==> src/rtl/bank_arbiter_pkg.sv <==
// Shared memory-subsystem constants: default port count, bank address/data widths
// and the port-id width helper used by the bank and its arbiter.
package bank_arbiter_pkg;

  localparam int NUM_PORTS_DEF = 4;
  localparam int ADDR_W_DEF    = 8;
  localparam int DATA_W_DEF    = 8;

  // Port-id width; a single-port build still needs a 1-bit id field.
  function automatic int id_width(input int n);
    return (n > 1) ? $clog2(n) : 1;
  endfunction

endpackage

==> src/rtl/bank_arbiter_rr.sv <==
// Round-robin grant: one-hot grant to the first requesting port at or after ptr,
// searching in circular order. Purely combinational.
module rr_arbiter
  import bank_arbiter_pkg::*;
#(
  parameter int N = NUM_PORTS_DEF,
  localparam int PW = id_width(N)
) (
  input  logic [N-1:0]  req,
  input  logic [PW-1:0] ptr,
  output logic [N-1:0]  grant
);

  logic          found;
  int            idx;
  logic [PW-1:0] sel;

  always_comb begin
    grant = '0;
    found = 1'b0;
    idx   = 0;
    sel   = '0;
    for (int off = 0; off < N; off++) begin
      idx = int'(ptr) + off;
      if (idx >= N) idx = idx - N;
      sel = PW'(idx);
      if (!found && req[sel]) begin
        grant[sel] = 1'b1;
        found      = 1'b1;
      end
    end
  end

endmodule

==> src/rtl/bank_arbiter.sv <==
// Multi-port bank arbiter: round-robin grant, then a fixed 3-stage pipeline
// (issue -> wait -> respond) to a single-ported bank with 1-cycle read latency.
//
// Handshake: a transfer happens on a rising edge where req_valid[i] & req_ready[i];
// the requester keeps valid/we/addr/wdata stable until that edge. req_ready is a
// combinational one-hot grant and never depends on req_ready itself.
module bank_arbiter
  import bank_arbiter_pkg::*;
#(
  parameter int NUM_PORTS = NUM_PORTS_DEF,
  parameter int ADDR_W    = ADDR_W_DEF,
  parameter int DATA_W    = DATA_W_DEF,
  localparam int ID_W     = id_width(NUM_PORTS)
) (
  input  logic                        clk,
  input  logic                        reset,
  input  logic [NUM_PORTS-1:0]        req_valid,
  input  logic [NUM_PORTS-1:0]        req_we,
  input  logic [NUM_PORTS*ADDR_W-1:0] req_addr,
  input  logic [NUM_PORTS*DATA_W-1:0] req_wdata,
  output logic [NUM_PORTS-1:0]        req_ready,
  output logic                        resp_valid,
  output logic [ID_W-1:0]             resp_id,
  output logic                        resp_we,
  output logic [DATA_W-1:0]           resp_data,
  output logic                        resp_hit,
  output logic [ADDR_W-1:0]           bank_addr,
  output logic [DATA_W-1:0]           bank_data_in,
  output logic                        bank_read_enable,
  output logic                        bank_write_enable,
  input  logic [DATA_W-1:0]           bank_data_out,
  input  logic                        bank_valid_out,
  output logic [ID_W-1:0]             dbg_rr_ptr
);

  logic [ID_W-1:0]      rr_ptr;
  logic [NUM_PORTS-1:0] grant;
  logic                 xfer;
  logic [ID_W-1:0]      xfer_id;
  logic                 sel_we;
  logic [ADDR_W-1:0]    sel_addr;
  logic [DATA_W-1:0]    sel_wdata;
  logic [ID_W-1:0]      ptr_next;

  logic                 s1_valid;
  logic [ID_W-1:0]      s1_id;
  logic                 s1_we;
  logic                 s2_valid;
  logic [ID_W-1:0]      s2_id;
  logic                 s2_we;

  rr_arbiter #(.N(NUM_PORTS)) u_rr (
    .req   (req_valid),
    .ptr   (rr_ptr),
    .grant (grant)
  );

  // Grants are masked while in reset so nothing can transfer before release.
  assign req_ready  = grant & {NUM_PORTS{reset}};
  assign xfer       = |req_ready;
  assign dbg_rr_ptr = rr_ptr;

  always_comb begin
    xfer_id   = '0;
    sel_we    = 1'b0;
    sel_addr  = '0;
    sel_wdata = '0;
    for (int i = 0; i < NUM_PORTS; i++) begin
      if (req_ready[i]) begin
        xfer_id   = ID_W'(i);
        sel_we    = req_we[i];
        sel_addr  = req_addr[i*ADDR_W +: ADDR_W];
        sel_wdata = req_wdata[i*DATA_W +: DATA_W];
      end
    end
  end

  always_comb begin
    ptr_next = xfer_id + ID_W'(1);
    if (xfer_id == ID_W'(NUM_PORTS - 1)) ptr_next = '0;
  end

  // Issue stage plus pointer update.
  always_ff @(posedge clk or negedge reset) begin
    if (!reset) begin
      rr_ptr            <= '0;
      bank_addr         <= '0;
      bank_data_in      <= '0;
      bank_read_enable  <= 1'b0;
      bank_write_enable <= 1'b0;
      s1_valid          <= 1'b0;
      s1_id             <= '0;
      s1_we             <= 1'b0;
    end else begin
      bank_read_enable  <= xfer & ~sel_we;
      bank_write_enable <= xfer & sel_we;
      s1_valid          <= xfer;
      if (xfer) begin
        rr_ptr       <= ptr_next;
        bank_addr    <= sel_addr;
        bank_data_in <= sel_wdata;
        s1_id        <= xfer_id;
        s1_we        <= sel_we;
      end
    end
  end

  // Wait stage: the tag rides alongside the bank access while the bank reads.
  always_ff @(posedge clk or negedge reset) begin
    if (!reset) begin
      s2_valid <= 1'b0;
      s2_id    <= '0;
      s2_we    <= 1'b0;
    end else begin
      s2_valid <= s1_valid;
      s2_id    <= s1_id;
      s2_we    <= s1_we;
    end
  end

  // Respond stage: payload registers only load on a real response so they hold otherwise.
  always_ff @(posedge clk or negedge reset) begin
    if (!reset) begin
      resp_valid <= 1'b0;
      resp_id    <= '0;
      resp_we    <= 1'b0;
      resp_data  <= '0;
      resp_hit   <= 1'b0;
    end else begin
      resp_valid <= s2_valid;
      if (s2_valid) begin
        resp_id   <= s2_id;
        resp_we   <= s2_we;
        resp_data <= s2_we ? '0 : bank_data_out;
        resp_hit  <= s2_we | bank_valid_out;
      end
    end
  end

endmodule

==> config.mk <==
export PLATFORM = sky130hd
export DESIGN_NAME = bank_arbiter
export DESIGN_NICKNAME = d
export VERILOG_FILES = /design/src/rtl/bank_arbiter_pkg.sv /design/src/rtl/bank_arbiter_rr.sv /design/src/rtl/bank_arbiter.sv
export SDC_FILE = /design/constraint.sdc
export NUM_CORES = 1
export LEC_CHECK = 0
export BUFFER_PORTS_ARGS = -buffer_cell sky130_fd_sc_hd__clkbuf_2
export CAP_MARGIN = 20
export CORE_MARGIN = 2
export CORE_UTILIZATION = 30
export CTS_CLUSTER_SIZE = 10
export DETAILED_ROUTE_END_ITERATION = 8
export PLACE_DENSITY_LB_ADDON = 0.3
export SYNTH_ARGS = -nofsm -noshare
export SYNTH_HDL_FRONTEND = slang
export SYNTH_SLANG_ARGS = --single-unit
==> constraint.sdc <==
create_clock -name clk -period 3.2 [get_ports clk]
set_clock_uncertainty 0.1 [all_clocks]
set_input_delay 0.16 -clock clk [delete_from_list [all_inputs] [get_ports clk]]
set_output_delay 0.16 -clock clk [all_outputs]
set_load 0.01 [all_outputs]
==> flow_summary.ini <==
[status]
outcome = completed

[detailed_routing]
detail_route.iter0.violations = 56
wl_met2_um = 3120
drtPass1Iterations = 4
vias = 2251
wl_met3_um = 439
ant_nets = 0
met1_length_um = 2950
routed.top_layer = met4
wl_um = 6620
remaining_drc_errors = 0
wl_per_cell_um = 14.5
viasPerCell = 4.95

[synthesis]
yosys_most_used_dff = dfrtp_1
yosysWarnings = 0
synthDistinctLibCells = 45
synth_cells = 224
async_flop_share = 1.00
yosys.area.top_type = dfrtp_1
synth.top_cell.area_share = 0.417
ys_top_cells_by_area = dfrtp_1, o2bb2ai_2, a221oi_1
synth.avg_cell_area_um2 = 11.0
yosysSeqAreaShare = 0.417
synth_area_um2 = 2460
ys_ff_latch = 41
synth_fp_nets = 313
synth_edf_count = 0

[timing]
period_share = 0.946
period_needed_ns = 3.03
setup_tns_ns = 0
max_freq_mhz = 330
setup_violations = 0
final_max_slew_viol_count = 0
worst_pin_slew_ns = 0.627
rsz0062_at_grt = no
finalHoldViolCount = 0
slew_headroom = 0.582

[job]
cap_viol_max_count = 0

[critical_path]
path_cells = buf_4 -> mux4_2 -> nor4b_4 -> nand2_1 -> o21ai_2 -> and2_1 -> clkbuf_2
slowest_stage = mux4_2
r2r-start = dbg_rr_ptr[0]
criticalPathCategory = reg -> out
cpLargestDelayFamily = simple AND/OR/NAND/NOR gates
critPathRequiredTime_ns = 2.94
worst-path-stages = 7
cp-startpoint = dbg_rr_ptr[0]
cp-end-kind = primary output
cp-start-kind = register
cp_num_buf_inv = 2
max_stage_delay_ns = 0.66
r2r_cells = 9
r2r-end = bank_data_in[7]
crit_arrival_ns = 2.77
cp_max_fo = 11
cp-endpoint = req_ready[1]
r2r_slack_ns = 0.27

[cells_and_area]
fill_cells = 837
layout.nets = 438
stdcell_area_um2 = 3330
layout-drive-gt1-share = 0.489
n_antenna_cell = 0
syn_to_final_growth_pct = 35.2
final_core_util = 0.411
stdcell_count = 455

[floorplan]
start_util = 0.304
die_h_um = 94.6
rows = 33
ios = 120
core_um2 = 8090
die-width_um = 94.6
dieArea_um2 = 8940

[clock_network]
clk_pin_slew_ns = 0.08
cts_sinks = 41
post_cts_resized = 0
clock_path_buffers = 2
cts_buffers = 5
clockRootBuffer = clkbuf_8
htree_levels = 2
insertion_delay_ns = 0.29
cts_tree = done

[global_route]
grt-ovfl-total = 0
grt_pass1_vias = 2199
grt_pass1_wl_um = 10500
track_usage = 0.147
grt_max_degree = 39
grt_antenna_before_repair = 0

[power]
switchingPower_mw = 1.64
power_frac_seq = 0.253
combPwrFrac = 0.619
swShare = 0.423
p_leak_nw = 1.64
clock_power_share = 0.128
p_int_mw = 2.24
ir_worst_vdd_mv = 0.487
power_density_nw_per_um2 = 1170

[min_path]
worstHoldStart = bank_data_out[4]
hp-class = in -> reg

[placed_design]
placed_cells = 441
placed_area_um2 = 3140
io_buffers = 119
dp_hpwl_um = 5110
routabilityCongestion = 0.813
[worst min-delay path by stage]
stage | slack [ns] | cells after the start | to
floorplan | -0.24 | 0 | bank_addr[0]
global placement | -0.04 | 1 | bank_data_in[2]
detailed placement | -0.04 | 1 | bank_data_in[2]
CTS | 0.004 | 3 | resp_data[0]
global route | 0.02 | 3 | resp_data[1]
finish | 0.01 | 3 | resp_data[4]
[what timing repair did]
item / CTS / global route
setup buffers: 0 / 4
setup endpoints to repair: 0 / 2
hold buffers: 2 / 0
endpoints found under the hold margin: 5 / 0
[placed cells by master (no fill, tap or decap), drive strengths merged, types with 6 or more instances in the layout]
| master | instances |
|---|---|
| a21oi | 9 |
| ha | 6 |
| a221oi | 16 |
| buf | 12 |
| o22ai | 14 |
| mux2i | 6 |
| inv | 22 |
| clkbuf | 124 |
| a2bb2oi | 6 |
| nand3b | 8 |
| nor2 | 17 |
| nand2 | 6 |
| dfrtp | 41 |
| o21ai | 12 |
| o2bb2ai | 11 |
[power by group through the flow]
stage / combinational [mW] / sequential (mW) / clock, mW
final: 2.40 / 0.982 / 0.497
after global routing: 2.65 / 1.02 / 0.539
after floorplan: 1.70 / 1.04 / 0
after detailed placement: 2.33 / 0.988 / 0
after global placement: 2.28 / 0.988 / 0
after CTS: 2.34 / 0.982 / 0.515
[flip-flops by register name, indices dropped and copies added (netlist names)]
name               cells
bank_write_enable      1
bank_read_enable       1
bank_data_in           8
resp_we                1
s2_we                  1
resp_id                2
dbg_rr_ptr             2
s1_valid               1
s2_id                  2
bank_addr              8
s2_valid               1
s1_id                  2
resp_valid             1
s1_we                  1
resp_hit               1
resp_data              8
[kinds of logic (layout without fill, tap and decap cells)]
| kind of cell | Yosys count | after routing | share of synthesized area |
|---|---|---|---|
| AO/OA/AOI/OAI | 81 | 81 | 0.286 |
| AND/OR/NAND/NOR | 47 | 47 | 0.115 |
| flip-flops | 41 | 41 | 0.417 |
| buffers and inverters | 36 | 162 | 0.0763 |
| multiplexers | 13 | 13 | 0.0748 |
| adder cells (fa/ha/maj) | 6 | 6 | 0.0305 |
[layer usage]
layer  vias up  global-route usage
met5         -                   0
met4         0              0.0399
met3        13              0.0335
met2        89               0.235
met1      1064               0.202
li1       1085                   -
[stage by stage]
| stage | total power [mW] | setup WS (ns) | hold WS, ns |
|---|---|---|---|
| 4_1_cts | 3.83 | 0.168 | 0.00401 |
| 6_report | 3.88 | 0.173 | 0.0129 |
| 3_5_place_dp | 3.32 | 0.220 | -0.0427 |
| 2_1_floorplan | 2.74 | 0.236 | -0.236 |
| 5_1_grt | 4.21 | 0.0149 | 0.0183 |
| 3_3_place_gp | 3.26 | 0.360 | -0.0435 |
[synth_stat cells (8+ instances only)]
library cell,n
a21oi_1,8
a221oi_1,12
dfrtp_1,41
inv_1,19
nand3b_1,8
nor2_1,16
o21ai_0,9
o22ai_1,14
o2bb2ai_2,9
[worst min-delay path: stages]
cell	delay [ns]
clkbuf_2	0.07
nand3b_1	0.06
o21ai_0	0.07
[final cells by class]
cell class              count  area, um2  area share
multi-input cells         147       1250       0.375
inverters                  21       78.8      0.0237
clock inverters             3       68.8      0.0207
clock buffers               5       68.8      0.0207
repair buffers            133        706       0.212
well taps                 105        131      0.0395
flip-flops and latches     41       1030       0.309
No activity file was read; power rests on OpenSTA's default activity.
